**src/rtl/add_word_seq.sv**
```systemverilog
// add_word_seq: byte-serial multi-precision add sequencer.
// Latches two NBYTES-wide operands plus a carry-in. It then feeds one byte pair
// per cycle, LSB first, to an external combinational 8-bit adder. The adder's
// carry is chained from byte to byte, and the full-width sum is published with
// a one-cycle done pulse.
// Optional feature: define ADD_WORD_SEQ_OVF_EN to add the signed-overflow output ovf.
module add_word_seq #(
  parameter int NBYTES = 4
) (
  input  logic                  clk,
  input  logic                  rst_n,
  input  logic                  start,
  input  logic [8*NBYTES-1:0]   a_word,
  input  logic [8*NBYTES-1:0]   b_word,
  input  logic                  cin,
  output logic                  busy,
  output logic                  done,
  output logic [8*NBYTES-1:0]   sum_word,
  output logic                  cout,
  output logic [7:0]            add_a,
  output logic [7:0]            add_b,
  output logic                  add_cin,
  input  logic [7:0]            add_z,
  input  logic                  add_cout
`ifdef ADD_WORD_SEQ_OVF_EN
  ,
  output logic                  ovf
`endif
);

  localparam int W  = 8 * NBYTES;
  // Byte index width. $clog2 would give 0 only for NBYTES<=1, which is not a
  // legal size, but the index is kept at least 1 bit wide regardless.
  localparam int IW = (NBYTES > 2) ? $clog2(NBYTES) : 1;

  typedef enum logic {IDLE, RUN} state_t;

  state_t                  state;
  logic [NBYTES-1:0][7:0]  a_reg;
  logic [NBYTES-1:0][7:0]  b_reg;
  logic [NBYTES-1:0][7:0]  work;
  logic [IW-1:0]           idx;
  logic                    carry;
  logic                    last;

  // The final byte is the one the adder is working on when idx reaches NBYTES-1.
  assign last = (idx == IW'(NBYTES - 1));

  // The adder sees the current byte pair and the chained carry directly from
  // registers. No pipeline is assumed on the adder side.
  assign add_a   = a_reg[idx];
  assign add_b   = b_reg[idx];
  assign add_cin = carry;

  // Sequencer: operands are latched on start, then one byte is processed per cycle.
  // All outputs are registered here.
  always_ff @(posedge clk or negedge rst_n) begin
    if (!rst_n) begin
      state    <= IDLE;
      idx      <= '0;
      carry    <= 1'b0;
      a_reg    <= '0;
      b_reg    <= '0;
      work     <= '0;
      busy     <= 1'b0;
      done     <= 1'b0;
      sum_word <= '0;
      cout     <= 1'b0;
`ifdef ADD_WORD_SEQ_OVF_EN
      ovf      <= 1'b0;
`endif
    end else begin
      done <= 1'b0;
      case (state)
        IDLE: begin
          if (start) begin
            a_reg <= a_word;
            b_reg <= b_word;
            carry <= cin;
            idx   <= '0;
            busy  <= 1'b1;
            state <= RUN;
          end
        end
        RUN: begin
          work[idx] <= add_z;
          carry     <= add_cout;
          if (last) begin
            // The top byte comes straight from the adder. It is not yet in work.
            sum_word <= {add_z, work[NBYTES-2:0]};
            cout     <= add_cout;
`ifdef ADD_WORD_SEQ_OVF_EN
            // Signed overflow: the operands share a sign and the result sign differs.
            ovf      <= (a_reg[NBYTES-1][7] == b_reg[NBYTES-1][7]) &&
                        (add_z[7] != a_reg[NBYTES-1][7]);
`endif
            done     <= 1'b1;
            busy     <= 1'b0;
            idx      <= '0;
            state    <= IDLE;
          end else begin
            idx <= idx + 1'b1;
          end
        end
        default: state <= IDLE;
      endcase
    end
  end

endmodule

```
**config.mk**
```make
export PLATFORM = sky130hd
export DESIGN_NAME = add_word_seq
export DESIGN_NICKNAME = d
export VERILOG_FILES = /design/src/rtl/add_word_seq.sv
export SDC_FILE = /design/constraint.sdc
export NUM_CORES = 1
export LEC_CHECK = 0
export BUFFER_PORTS_ARGS = -buffer_cell sky130_fd_sc_hd__buf_4
export CORE_MARGIN = 2
export CORE_UTILIZATION = 28
export DETAILED_ROUTE_END_ITERATION = 12
export GPL_TIMING_DRIVEN = 0
export PLACE_DENSITY = 0.58
export SLEW_MARGIN = 20
export SYNTH_ARGS = -nofsm -noshare
export SYNTH_HDL_FRONTEND = slang
export SYNTH_SLANG_ARGS = --single-unit
```
**constraint.sdc**
```tcl
create_clock -name clk -period 3.6 [get_ports clk]
set_input_delay 0.72 -clock clk [delete_from_list [all_inputs] [get_ports clk]]
set_output_delay 0.72 -clock clk [all_outputs]
set_load 0.01 [all_outputs]
```
# Word level (Yosys, flattened, before mapping)

Cells that the tools add are included.

Register bits: 135
Bits in latches: 0
Bits in writable memories: 0
Bits in read-only memories: 0
Bits of input ports: 77
Output and inout port bits: 52
Word-level logic and storage cells: 50
Memories kept: 0

Add/sub/neg operators: 1
Multiply operators: 0
Div/mod/pow operators: 0
Magnitude comparators: 2
Equality and inequality tests: 3
Shift-type cells: 0
Multiplexer cells: 20
Bitwise logic cells: 1
Reductions and logical operators: 4

Operators by type and width:

| cell                | count |
|---|---|
| $bmux 8 s2          | 2 |
| $bwmux 32           | 1 |
| $mux 8              | 3 |
| $demux 8 s2         | 1 |
| $mux 1              | 7 |
| $pmux 1 s2          | 3 |
| $reduce_and 2->1    | 3 |
| $mux 2              | 2 |
| $pmux 2 s2          | 1 |
| $lt 2x3->1 const B  | 1 |
| $add 2x1->2 const B | 1 |
| $eq 2x2->1 const B  | 1 |
| $ge 2x1->1 const B  | 1 |
| $ne 2x1->1 const B  | 1 |
| $ne 2x2->1 const B  | 1 |
| $logic_and 1x1->1   | 1 |
| $not 1->1           | 1 |

# Longest topological paths before layout

Gate-level depths: netlist of run 1.

Depth in word-level cells: 5
Mapped depth: 6
Mapped depth without buffers: 4

# Worst setup path before layout of run 1

Ideal clock, no wire load.

Kind: register to output
Start point: reg idx[0]
End point: out add_b[5]
Data arrival time: 1.331 ns
Required time: 2.880 ns
Path slack: 1.549 ns
Stages on the path, launching flop included: 4
Path buffers: 2
Path through: dfrtp_1 buf_6 buf_6 mux4_1

Cells in the longest elaborated chain, start to end: 2

RTL lines:

| what                         | line | RTL |
|---|---|---|
| start, declared              | 42   | `logic [IW-1:0] idx;` |
| start signal, assigned       | 102  | `idx <= idx + 1'b1;` |
| $bmux 8 s2                   | 52   | `assign add_b = b_reg[idx];` |
| $mux 8 (not written as such) | 52   |  |
| end, declared                | 21   | `output logic [7:0] add_b,` |

No other way between the ends. The select of a mux whose other input is x is not followed.

# Worst setup path in the final report of run 1

Start point: reg idx[1]
End point: out add_a[6]

Cells in the longest elaborated chain, start to end: 2

RTL lines:

| what                         | line | RTL |
|---|---|---|
| $bmux 8 s2                   | 51   | `assign add_a = a_reg[idx];` |
| $mux 8 (not written as such) | 51   |  |
| end, declared                | 20   | `output logic [7:0] add_a,` |

No other way between the ends. The select of a mux whose other input is x is not followed.

==> results of run 1 <==
cell type report:
cell class                 instances  area, µm²
clock buffer                      19        453
tap                              260        325
buffer                            15        174
fill                            1795      11500
clock inverter                    13        161
sequential                       127       3180
inverter                           5       18.8
timing repair buffer             129        992
multi-input combinational        157       2070
Yosys cell counts, drive strengths merged:
cell type	instances
dfrtp	127
mux2	121
mux4	16
buf	15
nand2	6
ha	5
inv	5
o31ai	2
a21o	1
mux2i	1
nor2	1
nor2b	1
o21ai	1
o22ai	1
or3b	1
final timing paths:
path	end	slack, ns	cells past startpoint
max	add_a[6]	0.84	4
min	work[21]	0.25	1
max reg2reg	work[4]	1.32	6
min reg2reg	a_reg[13]	0.50	1
max in group asynchronous	a_reg[1]	2.61	2
min in group clk	a_reg[13]	0.50	1
kinds of logic (layout without fill, tap and decap cells):
logic type	after synthesis	in the layout	synth area share (%)
compound gates	5	5	0.621
fa+ha+maj	5	5	1.15
buf+inv	20	181	3.54
flops	127	127	58.4
mux	138	138	35.3
simple gates	9	9	1.03
critical path, cell delays in order, from the launching register on:
cell and delay, ns:
dfrtp_1 0.41, buf_2 0.33, buf_2 0.37, mux4_2 0.37
buf_4 0.16
report_power, final:
part	switching, W	internal [W]
combinational	0.00107	0.00179
clock	0.000647	0.00112
sequential	0.000388	0.00217
metrics by stage:
stage / util [%] / power (W) / hold WS (ns) / setup WS [ns] / instances
5_1_grt: 39.0 / 0.00762 / 0.269 / 0.723 / 725
3_3_place_gp: 35.6 / 0.00539 / 0.483 / 1.25 / 692
6_report: 39.0 / 0.00718 / 0.248 / 0.838 / 725
4_1_cts: 39.0 / 0.00731 / 0.253 / 0.768 / 725
2_1_floorplan: - / 0.00436 / 0.424 / 1.55 / 304
3_5_place_dp: 35.8 / 0.00550 / 0.492 / 1.22 / 693
per-layer routing:
metal,part of all wire [%],vias up
met5,0,-
met4,2.0,0
met3,4.9,20
met2,50,72
met1,43,1640
li1,-,1395
layout by cell type, fill, tap and decap left out, drive strengths merged, types with 2 or more instances in the layout:
cell	netlist	final
buf	15	144
dfrtp	127	127
o31ai	2	2
clkinv	0	5
nand2	6	6
mux2	121	121
inv	5	6
mux4	16	16
ha	5	5
bufinv	0	3
clkinvlp	0	4
clkbuf	0	19
==> key figures, run 1 <==
Timing
  – Final setup violation count: 0
  – Slew Limit Fails: 0
  – RSZ-0062 raised after global routing: false
  – Period minus WS final: 2.76 ns
  – Final Hold Vio Count: 0
  – Worst-Margin Slew: 0.509 ns
  – Worst slew margin relative to its limit: roughly two thirds
  – Skew final: 0.00713 ns
  – Fmax: 0.362 GHz
  – Final Cycle Share: 76.7%
  – Post-route setup TNS: 0 ns

GRT
  – Most used routing layer: met2
  – Total GRT Usage: 12.9%
  – Largest net degree at the start of global routing: 78
  – Gr ovfl total: 0
  – Global routing usage on met2: 21.1%
  – First-pass GRT wire length: 19900 µm
  – Met3 GRT Util: under 10%
  – Antenna violations before repair: 0
  – Met1 global-route usage: 16.0%
  – Vias in the first global route: 3651

Clock network
  – H-tree levels: 4
  – Root buffer cell: clkbuf_16
  – Clk sinks: 127
  – CTS buffer count: 17
  – Worst-skew pair later-pin latency: 0.41 ns
  – Post-CTS setup buffers: 0
  – Hold_buf cts: 0
  – CTS clock-pin slew for the worst setup and hold paths: 0.06 ns
  – Clock buffer depth: 2
  – # resized after CTS: 0
  – CTS tree: done

Floorplanning
  – Core area: around 19000 µm²
  – # rows: 50
  – Area of the die: 20600 µm²
  – Die H: about 140 µm
  – Die width: between 100 and 150 µm
  – Starting Density: 28.8%
  – # IOs: 129

Worst setup path
  – CP startpoint kind: register
  – Crit Path Category: reg2out
  – Reg2reg start: idx[1]
  – Max FO, Critical Path: 10
  – Critical path required time: 2.88 ns
  – CP Launch Point: idx[1]
  – Critical path endpoint category: output port
  – CP Data Arrival Time: 2.04 ns

Placed design
  – DP HPWL: 8740 µm
  – Port Buffers: 128
  – DP Area: between 6000 and 7000 µm²
  – Gpl congestion: 0.722

Synthesis
  – Mapped Nets: 386
  – Synth warnings: 0
  – #FFs+latches synth: 127
  – Synthesized cell area: ~5400 µm²
  – Cell taking the most area after synthesis: dfrtp_1
  – Sequential area share after synthesis: a little under 60%
  – Post-Syn Instances: 304
  – Cells taking the most area after synthesis: dfrtp_1 58%, mux2_2 15%, mux2_4 14%, mux4_2 6.2%, buf_12 1.8%
  – Unique cell type count in the Yosys netlist: 21
  – Synthesized area per cell: 17.9 µm²
  – Proportion of netlist area held by the largest area contributor: 58.4%

Routing
  – Via density: 4.31
  – Vias post-DR: about 3100
  – Post-route DRC: 0
  – 1st-pass router iterations: 4
  – Antenna Nets Post-Route: 0
  – Iter 0 DRT Violations: 122
  – Final WL: 12300 µm
  – DR WL/cell: 17.0 µm

Worst hold path
  – HP Class: in2async

Power and ir drop
  – LEAKAGE: 3.37 nW
  – PD cells: 974 nW/µm²
  – Worst VDD drop: 0.373 mV

Final layout
  – Design Area, Final: roughly 7400 µm²
  – Layout area overhead: 35.5%
  – Layout cell share with drive strength beyond 1: 68.0%
  – Number of diodes: 0
  – Layout Nets: 534

Flow run
  – Max-cap violations: 0

Outcome
  – Status: finished, final reports clean
(Power assumes the default switching activity.)
==> run 2, diff against run 1 <==
--- a/config.mk
+++ b/config.mk
@@ -10,7 +10,7 @@
 export CORE_UTILIZATION = 28
 export DETAILED_ROUTE_END_ITERATION = 12
 export GPL_TIMING_DRIVEN = 0
-export PLACE_DENSITY = 0.58
+export PLACE_DENSITY = 0.6
 export SLEW_MARGIN = 20
 export SYNTH_ARGS = -nofsm -noshare
 export SYNTH_HDL_FRONTEND = slang
==> constraint.sdc (replaced) <==
create_clock -name clk -period 2.4 [get_ports clk]
set_input_delay 0.48 -clock clk [delete_from_list [all_inputs] [get_ports clk]]
set_output_delay 0.48 -clock clk [all_outputs]
set_load 0.01 [all_outputs]
==> run 2 against run 1 <==
  * The run now ends with hold timing left
  * Setup slack got worse by 0.75 ns
  * Highest routed layer unchanged
  * Via count rose by 0.13%
  * Non-clock buffer count rose by 3
  * Core utilization rose by 0.21 points
  * Routed wire length rose by 1.3%
  * Die area did not move
  * Largest cell class unchanged
  * Register-to-register slack got worse by 1.0 ns
  * Total power rose by 52%
  * Sequential power rose by 51%
  * Design area rose by 0.53%
==> key figures, run 2 (synthesized netlist as in run 1, its figures left out) <==
Worst setup path
  – Max FO, Critical Path: 10
  – Slowest stage delay, CP: 0.42 ns
  – CP Data Arrival Time: 1.83 ns
  – Worst reg-to-reg setup slack: between 0.3 and 0.4 ns
  – Slowest cell on the critical path: dfrtp_1
  – Crit path cell chain: buf_4 > buf_4 > mux4_2 > buf_4
  – CP startpoint kind: register
  – Critical path destination: add_a[1]
  – Critical path endpoint category: output port
  – R2R depth: 6
  – CP Launch Point: idx[1]
  – Critical path required time: between 1.5 and 2 ns
  – Cell mode on critical path: buf_4
  – Crit Path Category: reg2out
  – Worst reg2reg endpoint: work[7]
  – Reg2reg start: idx[1]

Final layout
  – Layout cell share with drive strength beyond 1: 67.3%
  – Number of diodes: 0
  – Layout area overhead: 36.2%
  – Fill cell count: around 1800
  – Layout Nets: 537
  – Final Core Density: around 39%
  – Post-Layout Cell Count: 728
  – Commonest cells after routing, fill and taps aside: 134 x buf_4, 126 x dfrtp_1, 72 x mux2_2
  – Most common cell after layout, fill and taps aside: buf_4

Routing
  – Post-route DRC: 0
  – Vias post-DR: around 3100
  – Iter 0 DRT Violations: roughly 100
  – Via density: 4.30
  – 1st-pass router iterations: 4
  – Final WL: 12500 µm
  – Antenna Nets Post-Route: 0
  – DR WL/cell: between 15 and 20 µm

Placed design
  – Gpl congestion: 0.741
  – DP HPWL: 8660 µm
  – Placed Cells incl. Taps: 693
  – Port Buffers: approximately 130

Worst hold path
  – HP Class: in2async

GRT
  – Total GRT Usage: approximately an eighth
  – Gr ovfl total: 0
  – Met3 GRT Util: 4.17%
  – First-pass GRT wire length: 19800 µm
  – Global routing usage on met2: 20.7%
  – Met1 global-route usage: 16.5%
  – Most used routing layer: met2
  – Antenna violations before repair: 0
  – Largest net degree at the start of global routing: 80
  – Vias in the first global route: 3590

Floorplanning
  – Area of the die: 20600 µm²
  – Die width: 143 µm
  – Core area: 18900 µm²
  – # IOs: between 100 and 150
  – Die H: 143 µm
  – Starting Density: 28.8%
  – # rows: 50

Clock network
  – H-tree levels: 4
  – Clk sinks: 127
  – CTS tree: done
  – CTS clock-pin slew for the worst setup and hold paths: around 0.06 ns
  – Clock buffer depth: 2
  – Root buffer cell: clkbuf_16
  – Worst-skew pair later-pin latency: 0.42 ns
  – CTS buffer count: 17

Power and ir drop
  – LEAKAGE: 3.39 nW
  – PD cells: 1470 nW/µm²
  – Worst VDD drop: 0.513 mV

Timing
  – Final setup violation count: 0
  – Post-route setup TNS: 0 ns
  – Worst-Margin Slew: between 0.4 and 0.5 ns
  – Fmax: about 0.43 GHz
  – Slew Limit Fails: 0
  – Final Hold Vio Count: 7
  – Skew final: 0.00731 ns
  – Worst slew margin relative to its limit: 67.5%
  – Worst hold margin: -0.0168 ns
  – Final Cycle Share: a little over nine tenths
  – Period minus WS final: 2.31 ns
  – RSZ-0062 raised after global routing: false

Flow run
  – Max-cap violations: 0

Outcome
  – Status: complete, but fails checks
  – Failing checks: hold timing
-- run 2: final cells by class --
cell class	instances	area (µm²)	share of cell area, %
Buffer	15	196	2.65
Clock buffer	22	444	5.99
Clock inverter	10	163	2.19
Inverter	5	18.8	0.253
Multi-Input combinational cell	157	2070	28.0
Sequential cell	127	3180	42.9
Tap cell	260	325	4.39
Timing Repair Buffer	132	1010	13.7
-- run 2: worst min-delay path by stage --
stage          cells after the start          end    start  slack (ns)
2_1_floorplan                      0     a_reg[0]    rst_n        0.18
3_3_place_gp                       1  sum_word[1]  work[1]        0.48
3_5_place_dp                       1         done    rst_n        0.45
4_1_cts                            1         done    rst_n       0.001
5_1_grt                            1         done    rst_n        0.01
6_report                           1         done    rst_n       -0.02
-- run 2: where the power goes --
group	switching, W	leakage, nW	internal [W]
sequential	0.000587	1.49	0.00325
combinational	0.00162	1.61	0.00275
clock	0.000971	0.288	0.00174
-- run 2: per-stage QoR --
step / setup slack (ns) / instance area (µm²) / power [W]
2_1_floorplan: 0.589 / 5440 / 0.00653
3_3_place_gp: 0.0980 / 6730 / 0.00809
3_5_place_dp: 0.0273 / 6760 / 0.00823
4_1_cts: 0.0296 / 7400 / 0.0111
5_1_grt: 0.00268 / 7410 / 0.0115
6_report: 0.0893 / 7410 / 0.0109
-- run 2: worst max-delay path: cells and delay by family, from the launching register on --
family	cells	cell delay, ns
buffers and inverters	3	0.64
DFF	1	0.42
muxes	1	0.34
-- run 2: routing by layer --
layer	part of all wire [%]	up-vias
met5	0	-
met1	44	1639
met4	1.7	0
li1	-	1403
met2	49	76
met3	4.8	13
-- run 2: repair_timing --
action                     in CTS  in global routing
cloned                          0                  0
setup buffers                   1                  2
setup endpoints to repair       9                  1
hold endpoints to repair        0                  0
resized for setup               7                  0
hold buffers                    0                  0
==> run 3, diff against run 2 <==
--- a/config.mk
+++ b/config.mk
@@ -9,9 +9,8 @@
 export CORE_MARGIN = 2
 export CORE_UTILIZATION = 28
 export DETAILED_ROUTE_END_ITERATION = 12
-export GPL_TIMING_DRIVEN = 0
+export HOLD_SLACK_MARGIN = 0.02
 export PLACE_DENSITY = 0.6
-export SLEW_MARGIN = 20
 export SYNTH_ARGS = -nofsm -noshare
 export SYNTH_HDL_FRONTEND = slang
 export SYNTH_SLANG_ARGS = --single-unit
==> run 3 against run 2 <==
  * The run now ends clean
  * Routed wire length fell by 6.8%
  * Total power fell by 3.0%
  * Clock power fell by 6%
  * Sequential power rose by 1%
  * Combinational power fell by 5.3%
  * Die area did not move
  * Design area fell by 2.1%
  * First-iteration DRC count rose by 17%
  * Sequential cell count did not move
==> key figures, run 3 (synthesized netlist as in run 1, its figures left out) <==
Worst setup path
  – Crit path cell chain: buf_12 > mux4_1 > buf_4
  – R2R depth: 5
  – Reg2reg start: idx[0]
  – CP startpoint kind: register
  – Critical path required time: 1.92 ns
  – Slowest cell on the critical path: mux4_1
  – Max FO, Critical Path: 18
  – Crit Path Category: reg2out
  – Slowest stage delay, CP: slightly below 0.6 ns
  – Worst reg-to-reg setup slack: between 0.6 and 0.7 ns
  – Worst reg2reg endpoint: work[3]
  – CP Data Arrival Time: ~1.8 ns
  – Critical path endpoint category: output port

Floorplanning
  – Die H: 143 µm
  – Area of the die: 20600 µm²
  – Starting Density: between 20% and 30%
  – Die width: between 100 and 150 µm
  – # IOs: 129
  – # rows: 50
  – Core area: 18900 µm²

GRT
  – Antenna violations before repair: 0
  – First-pass GRT wire length: 18600 µm
  – Largest net degree at the start of global routing: 128
  – Vias in the first global route: between 3000 and 4000
  – Gr ovfl total: 0
  – Total GRT Usage: 11.9%

Clock network
  – Root buffer cell: clkbuf_16
  – CTS buffer count: 17
  – Post-CTS setup buffers: 0
  – # resized after CTS: 1
  – CTS clock-pin slew for the worst setup and hold paths: roughly 0.060 ns
  – H-tree levels: 4
  – Hold_buf cts: 0
  – CTS tree: done
  – Worst-skew pair later-pin latency: 0.41 ns
  – Clk sinks: between 100 and 150
  – Clock buffer depth: 2

Final layout
  – Design Area, Final: approximately 7300 µm²
  – Fill cell count: 1809
  – Commonest cells after routing, fill and taps aside: 129 x buf_4, 126 x dfrtp_1, 72 x mux2_2
  – Layout area overhead: 33.3%
  – Number of diodes: 0
  – Layout cell share with drive strength beyond 1: 67.0%
  – Layout Nets: 524
  – Most common cell after layout, fill and taps aside: buf_4
  – Post-Layout Cell Count: 715
  – Final Core Density: 38.4%

Power and ir drop
  – LEAKAGE: 3.32 nW
  – PD cells: 1460 nW/µm²
  – Clock group share of total power: between 20% and 30%
  – Seq pwr share: 36.7%
  – Switch share: 29.4%
  – Internal: approximately 0.0075 W
  – Worst VDD drop: 0.588 mV
  – Logic gate share of total power: around 39%
  – P_sw: approximately 0.0031 W

Timing
  – Period minus WS final: 2.30 ns
  – Skew final: approximately 0.0078 ns
  – Fmax: 0.435 GHz
  – RSZ-0062 raised after global routing: false
  – Final setup violation count: 0
  – Post-route setup TNS: 0 ns
  – Final Cycle Share: 95.8%
  – Final Hold Vio Count: 0
  – Slew Limit Fails: 0
  – Worst slew margin relative to its limit: 53.9%
  – Worst-Margin Slew: 0.691 ns

Flow run
  – Max-cap violations: 0

Routing
  – Antenna Nets Post-Route: 0
  – DR WL/cell: 16.3 µm
  – Vias post-DR: ~3000
  – 1st-pass router iterations: 3
  – Iter 0 DRT Violations: 116
  – Final WL: around 12000 µm
  – Via density: around 4.2
  – Post-route DRC: 0

Placed design
  – DP Area: around 6700 µm²
  – DP HPWL: 7870 µm
  – Placed Cells incl. Taps: 683
  – Port Buffers: 128
  – Gpl congestion: 0.710

Worst hold path
  – HP Class: in2async

Outcome
  – Status: finished, final reports clean
## run 3: cell types whose count changed in the layout (fill, tap and decap cells not counted)
cell / previous run / this run
inv_6: 0 / 4
buf_4: 134 / 129
buf_12: 7 / 5
clkinvlp_4: 2 / 1
buf_2: 3 / 0
bufinv_16: 4 / 2
buf_6: 2 / 0
buf_16: 1 / 0
clkbuf_8: 0 / 2
clkbuf_1: 5 / 2
## run 3: how the worst max path moves through the flow
stage | startpoint | end | slack, ns | cells after the start
final | idx[0] | add_b[5] | 0.1 | 3
after global routing | idx[0] | add_b[5] | 0.01 | 3
after CTS | idx[0] | add_b[5] | 0.07 | 3
after detailed placement | idx[0] | add_b[5] | 0.43 | 3
after global placement | idx[0] | add_b[5] | 0.45 | 3
after floorplan | idx[0] | add_b[5] | 0.59 | 3
## run 3: power groups by stage
stage	Clock, W	Sequential [W]	Combinational [W]
after floorplan	0	0.00383	0.00270
after global placement	0	0.00388	0.00411
after detailed placement	0	0.00392	0.00421
after CTS	0.00264	0.00390	0.00423
after global routing	0.00274	0.00404	0.00444
final	0.00256	0.00388	0.00414
## run 3: critical path: cells and delay by family (launching register included)
family                 cells  cell delay, ns
buffers and inverters      2            0.38
DFF                        1            0.45
muxes                      1            0.58
## run 3: layer usage
metal | track usage [%] | wire, µm | vias to the layer above | part of all wire [%]
li1 | - | - | 1381 | -
met1 | 15.7 | 5210 | 1528 | 45
met2 | 18.9 | 5730 | 76 | 49
met3 | 3.57 | 585 | 9 | 5.0
met4 | 3.72 | 129 | 0 | 1.1
met5 | 0 | 0 | - | 0
## run 3: cell type report
class | count | area (µm²) | share of cell area (%)
repair buffers | 134 | 1070 | 14.7
well taps | 260 | 325 | 4.48
clock inverters | 11 | 130 | 1.79
flip-flops and latches | 127 | 3180 | 43.8
multi-input cells | 157 | 2070 | 28.6
clock buffers | 21 | 460 | 6.35
inverters | 5 | 18.8 | 0.259
## run 3: through the flow
| step | total power, W | hold WS, ns | setup WS, ns |
|---|---|---|---|
| 2_1_floorplan | 0.00653 | 0.184 | 0.589 |
| 3_3_place_gp | 0.00799 | 0.483 | 0.453 |
| 3_5_place_dp | 0.00813 | 0.486 | 0.432 |
| 4_1_cts | 0.0108 | 0.217 | 0.0692 |
| 5_1_grt | 0.0112 | 0.230 | 0.0139 |
| 6_report | 0.0106 | 0.155 | 0.0999 |
